<file path="src/rtl/popcount_pkg.sv">
// Shared definitions for the popcount sequencer: slice width, FSM state
// encoding and the count-width helper.
package popcount_pkg;

    localparam int SLICE_W = 7;

    typedef enum logic [1:0] {
        IDLE = 2'd0,
        RUN  = 2'd1,
        DONE = 2'd2
    } pc_state_t;

    // Bits needed to represent any value 0..w inclusive.
    function automatic int cnt_width(input int w);
        return $clog2(w + 1);
    endfunction

endpackage

</file>
<file path="src/rtl/popcount_sequencer_ones_count7.sv">
// ones_count7: combinational 7-input ones counter built from 3:2 counters.
// Two full adders reduce the first six bits, a third folds in bit 6 to give
// the weight-1 result, and a fourth sums the three weight-2 carries.
module ones_count7 (
    input  logic [6:0] bits_i,
    output logic [2:0] cnt_o
);

    logic s1_s, c1_s, s2_s, c2_s, s3_s, c3_s, s4_s, c4_s;

    assign s1_s = bits_i[0] ^ bits_i[1] ^ bits_i[2];
    assign c1_s = (bits_i[0] & bits_i[1]) | (bits_i[0] & bits_i[2]) | (bits_i[1] & bits_i[2]);

    assign s2_s = bits_i[3] ^ bits_i[4] ^ bits_i[5];
    assign c2_s = (bits_i[3] & bits_i[4]) | (bits_i[3] & bits_i[5]) | (bits_i[4] & bits_i[5]);

    assign s3_s = s1_s ^ s2_s ^ bits_i[6];
    assign c3_s = (s1_s & s2_s) | (s1_s & bits_i[6]) | (s2_s & bits_i[6]);

    assign s4_s = c1_s ^ c2_s ^ c3_s;
    assign c4_s = (c1_s & c2_s) | (c1_s & c3_s) | (c2_s & c3_s);

    assign cnt_o = {c4_s, s4_s, s3_s};

endmodule

</file>
<file path="src/rtl/popcount_sequencer.sv">
// popcount_sequencer: counts the ones in a 7*N_SLICES-bit word by streaming
// one 7-bit slice per clock through a single shared ones counter.
// Optional feature macro: POPCOUNT_EARLY_EXIT_EN -- finish as soon as the
// remaining shifted-out bits are all zero.
module popcount_sequencer
    import popcount_pkg::*;
#(
    parameter  int N_SLICES = 4,
    localparam int W        = SLICE_W * N_SLICES,
    localparam int CW       = cnt_width(W)
) (
    input  logic          clk,
    input  logic          rst,
    input  logic          in_valid,
    output logic          in_ready,
    input  logic [W-1:0]  data_in,
    output logic          out_valid,
    input  logic          out_ready,
    output logic [CW-1:0] count,
    output logic          busy
);

    localparam int IW = (N_SLICES > 1) ? $clog2(N_SLICES) : 1;

    pc_state_t     state_q, state_d;
    logic [W-1:0]  sr_q, sr_d;
    logic [CW-1:0] acc_q, acc_d;
    logic [IW-1:0] idx_q, idx_d;
    logic [CW-1:0] count_q, count_d;

    logic [2:0]    slice_cnt_s;
    logic [CW-1:0] acc_sum_s;
    logic          last_slice_s;

    ones_count7 u_ones (
        .bits_i (sr_q[SLICE_W-1:0]),
        .cnt_o  (slice_cnt_s)
    );

    assign acc_sum_s = acc_q + CW'(slice_cnt_s);

`ifdef POPCOUNT_EARLY_EXIT_EN
    assign last_slice_s = (idx_q == IW'(N_SLICES - 1)) || ((sr_q >> SLICE_W) == {W{1'b0}});
`else
    assign last_slice_s = (idx_q == IW'(N_SLICES - 1));
`endif

    // Handshake flags are pure decodes of the state register.
    assign in_ready  = (state_q == IDLE);
    assign busy      = (state_q == RUN);
    assign out_valid = (state_q == DONE);
    assign count     = count_q;

    // Next-state and datapath update for the accept / shift-accumulate / hold sequence.
    always_comb begin
        state_d = state_q;
        sr_d    = sr_q;
        acc_d   = acc_q;
        idx_d   = idx_q;
        count_d = count_q;
        case (state_q)
            IDLE: begin
                if (in_valid) begin
                    sr_d    = data_in;
                    acc_d   = {CW{1'b0}};
                    idx_d   = {IW{1'b0}};
                    state_d = RUN;
                end else begin
                    state_d = IDLE;
                end
            end
            RUN: begin
                acc_d = acc_sum_s;
                sr_d  = sr_q >> SLICE_W;
                idx_d = idx_q + IW'(1);
                if (last_slice_s) begin
                    count_d = acc_sum_s;
                    state_d = DONE;
                end else begin
                    state_d = RUN;
                end
            end
            DONE: begin
                if (out_ready) begin
                    state_d = IDLE;
                end else begin
                    state_d = DONE;
                end
            end
            default: begin
                state_d = IDLE;
            end
        endcase
    end

    // State and datapath registers, cleared asynchronously so an in-flight word is dropped.
    always_ff @(posedge clk or posedge rst) begin
        if (rst) begin
            state_q <= IDLE;
            sr_q    <= {W{1'b0}};
            acc_q   <= {CW{1'b0}};
            idx_q   <= {IW{1'b0}};
            count_q <= {CW{1'b0}};
        end else begin
            state_q <= state_d;
            sr_q    <= sr_d;
            acc_q   <= acc_d;
            idx_q   <= idx_d;
            count_q <= count_d;
        end
    end

endmodule

</file>
<file path="config.mk">
export PLATFORM = sky130hd
export DESIGN_NAME = popcount_sequencer
export DESIGN_NICKNAME = d
export VERILOG_FILES = /design/src/rtl/popcount_pkg.sv /design/src/rtl/popcount_sequencer_ones_count7.sv /design/src/rtl/popcount_sequencer.sv
export SDC_FILE = /design/constraint.sdc
export NUM_CORES = 1
export LEC_CHECK = 0
export ABC_CLOCK_PERIOD_IN_PS = 3700
export CORE_AREA = 2 2 68 70
export DETAILED_ROUTE_END_ITERATION = 8
export DIE_AREA = 0 0 70 72
export GPL_ROUTABILITY_DRIVEN = 0
export GPL_TIMING_DRIVEN = 0
export PLACE_DENSITY_LB_ADDON = 0.2
export SYNTH_ARGS = -nofsm -noshare
export SYNTH_HDL_FRONTEND = slang
export SYNTH_SLANG_ARGS = --single-unit
</file>
<file path="constraint.sdc">
create_clock -name clk -period 3.7 [get_ports clk]
set_input_delay 0.74 -clock clk [delete_from_list [all_inputs] [get_ports clk]]
set_output_delay 0.74 -clock clk [all_outputs]
set_load 0.005 [all_outputs]
</file>
==> flow_summary.toml <==
[setup_path]
critPathTopFamily = "adder cells"
path_buf_inv = 4
worstPathMaxFanout = 4
required_ns = 3.92
cp-end-kind = "flop"
rrSetupSlack_ns = 0.83
cp_slowest_cell = "fa_1"
cp-start-kind = "flop"
slowest_delay_ns = 0.53
cp_cell_sequence = "inv_1, fa_1, inv_1, fa_1, inv_1, fa_1, inv_1, ha_1, nand3_1, nor4bb_1, a211o_1"
cp_common_cell = "inv_1"
criticalPathCategory = "reg -> reg"
arrival_ns = 3.09

[placed_design]
place_area_um2 = 2554
io_buffers = 39
dp_hpwl_um = 3126
dp.cells = 320

[routing]
remaining_drc_errors = 0
vias = 1676
drtIter0Drc = 118
firstDrtPassIters = 4
ant_nets = 0
wire_per_inst_um = 13.33
drt-total-wl_um = 4373
via_per_inst = 5.110

[finish]
nFillCells = 377
fin_nets = 317
design_area_um2 = 2696
area_growth_pct = 28.50
multi_input_area_um2 = 890.9
stdcell_count = 328
num_antenna_cells = 0
post_route_cells_drive_above_1_share = 0.09058
regArea_um2 = 1051

[yosys]
synth_area_leaders = "dfrtp_1 50%, nand2_1 12%, a31oi_1 6.3%"
syn_nets = 271
netlist_area_um2 = 2098
yosys_most_used_dff = "dfrtp_1"
seq_area_frac_synth = 0.5009
ys_warn_count = 0
synth_edf_count = 0
synth_common_cells = "65 x nand2_1, 42 x dfrtp_1, 22 x nor2_1"
synth_area_leader_cell = "dfrtp_1"
avgSynthCellArea_um2 = 9.163
syn-instance-count = 229
ys_async_sr_fraction = 1.000
synth.most_common_cell = "nand2_1"
yosys.cell_types.count = 28
synth_top_area_frac = 0.5009
ys_ff_latch = 42

[timing]
setup_violations = 0
rsz0062_at_grt = "no"
period_minus_slack_ns = 2.867
clock_skew_ns = 0.007161
tightest_slew_ns = 0.8617
finalCritPeriodShare = 0.7748
drv_slew = 0
max_freq_ghz = 0.3488
finalSetupTns_ns = 0
hold_viol = 0
relSlewSlack = 0.4247

[clock_tree]
cts_tree = "yes"
numClockSinks = 42
cts-root-buf = "clkbuf_8"
postCtsSetupBuffers = 0
clock_path_buffers = 2
hold_buffers = 0
cts_made_buffers = 5
cts_resized = 0
clk_pin_slew_ns = 0.08
insertion_delay_ns = 0.29
htree_levels = 2

[power]
clkPwrFrac = 0.155
comb_power_share = 0.551
finalPower_mw = 2.868
ir_worst_vdd_uv = 543.7
switching_share = 0.4104
intPower_mw = 1.691
p_per_area_nw_per_um2 = 1064
p_seq_frac = 0.294
p_switching_mw = 1.177
p_leak_nw = 1.289

[global_routing]
grt_first_pass_wirelength_um = 7755
grt_max_degree = 43
grt_pass1_vias = 1684
grt_overflow = 0
antenna_found_initial = 0
grt_usage = 0.1943

[floorplanning]
core_um2 = 4264
die-height_um = 72
dieArea_um2 = 5040
start_util = 0.4921
rows = 24
die_w_um = 70
ios = 40

[min_path]
hp-class = "reg -> reg"

[status]
status = "complete, no violations"

[run]
maxCapViolCount = 0
==> layer usage <==
metal | up-vias | wire [µm] | track usage
li1 | 850 | - | -
met4 | 0 | 29 | 0.06838
met2 | 44 | 2043 | 0.3026
met3 | 2 | 245 | 0.03333
met1 | 780 | 2055 | 0.2781
met5 | - | 0 | 0
==> stage by stage <==
step           setup WS [ns]  hold WS, ns    util
6_report              0.8332       0.4814  0.6323
2_1_floorplan          1.024       0.4539       -
3_5_place_dp          0.8472       0.4725  0.5989
3_3_place_gp          0.8779       0.4643  0.5989
5_1_grt               0.6435       0.5265  0.6323
4_1_cts               0.8169       0.4904  0.6323
==> flip-flops by register name (all words and copies together) (netlist names) <==
signal   count
count        5
sr_q        28
acc_q        5
idx_q        2
state_q      2
==> worst min-delay path: stages, from the launching register on <==
cell and delay [ns]:
dfrtp_1 0.34, nand2_1 0.04, o21ai_0 0.06
==> cell families (layout without fill, tap and decap cells) <==
kind of cell / Yosys count / after routing / share of synthesized area
and+or+nand+nor: 110 / 110 / 0.2260
adders and majority gates: 10 / 10 / 0.07752
xor gates and xnor gates: 1 / 1 / 0.004175
DFF: 42 / 42 / 0.5009
muxes: 2 / 2 / 0.01073
buffers and inverters: 28 / 75 / 0.07453
AOI/OAI and AO/OA: 36 / 36 / 0.1061
==> cell usage in the layout (no fill, tap or decap), types with 3 or more instances in the layout <==
master,instances
clkbuf_8,6
clkdlybuf4s50_1,39
o21ai_1,3
nor2_1,22
ha_1,5
nand3_1,16
fa_1,5
buf_2,5
dfrtp_1,42
a31oi_1,21
o21ai_0,4
a21oi_1,3
buf_6,6
inv_1,13
nand2_1,65
==> power groups by stage <==
stage	combinational, mW	sequential [mW]	clock [mW]
floorplan	1.16	0.817	0
global route	1.84	0.873	0.468
detailed placement	1.59	0.851	0
global placement	1.55	0.841	0
CTS	1.60	0.843	0.449
finish	1.58	0.844	0.444
==> final timing paths <==
path / cells after the start / start / to
worst max register to register: 11 / sr_q[0]$_DFFE_PP0P_ / count[3]$_DFFE_PP0P_
min in group asynchronous: 2 / rst / sr_q[0]$_DFFE_PP0P_
worst min-delay path: 2 / count[2]$_DFFE_PP0P_ / count[2]$_DFFE_PP0P_
worst max-delay path: 11 / sr_q[0]$_DFFE_PP0P_ / count[3]$_DFFE_PP0P_
worst min register to register: 2 / count[2]$_DFFE_PP0P_ / count[2]$_DFFE_PP0P_
max in group asynchronous: 2 / rst / sr_q[27]$_DFFE_PP0P_
==> final cells by class <==
cell class,instances,area share
Tap cell,52,0.02413
Inverter,15,0.02088
Clock inverter,2,0.02227
Multi-Input combinational cell,159,0.3304
Buffer,13,0.03712
Clock buffer,6,0.03063
Timing Repair Buffer,39,0.1448
Sequential cell,42,0.3898
Note: power is estimated with default switching activity, not from simulation.
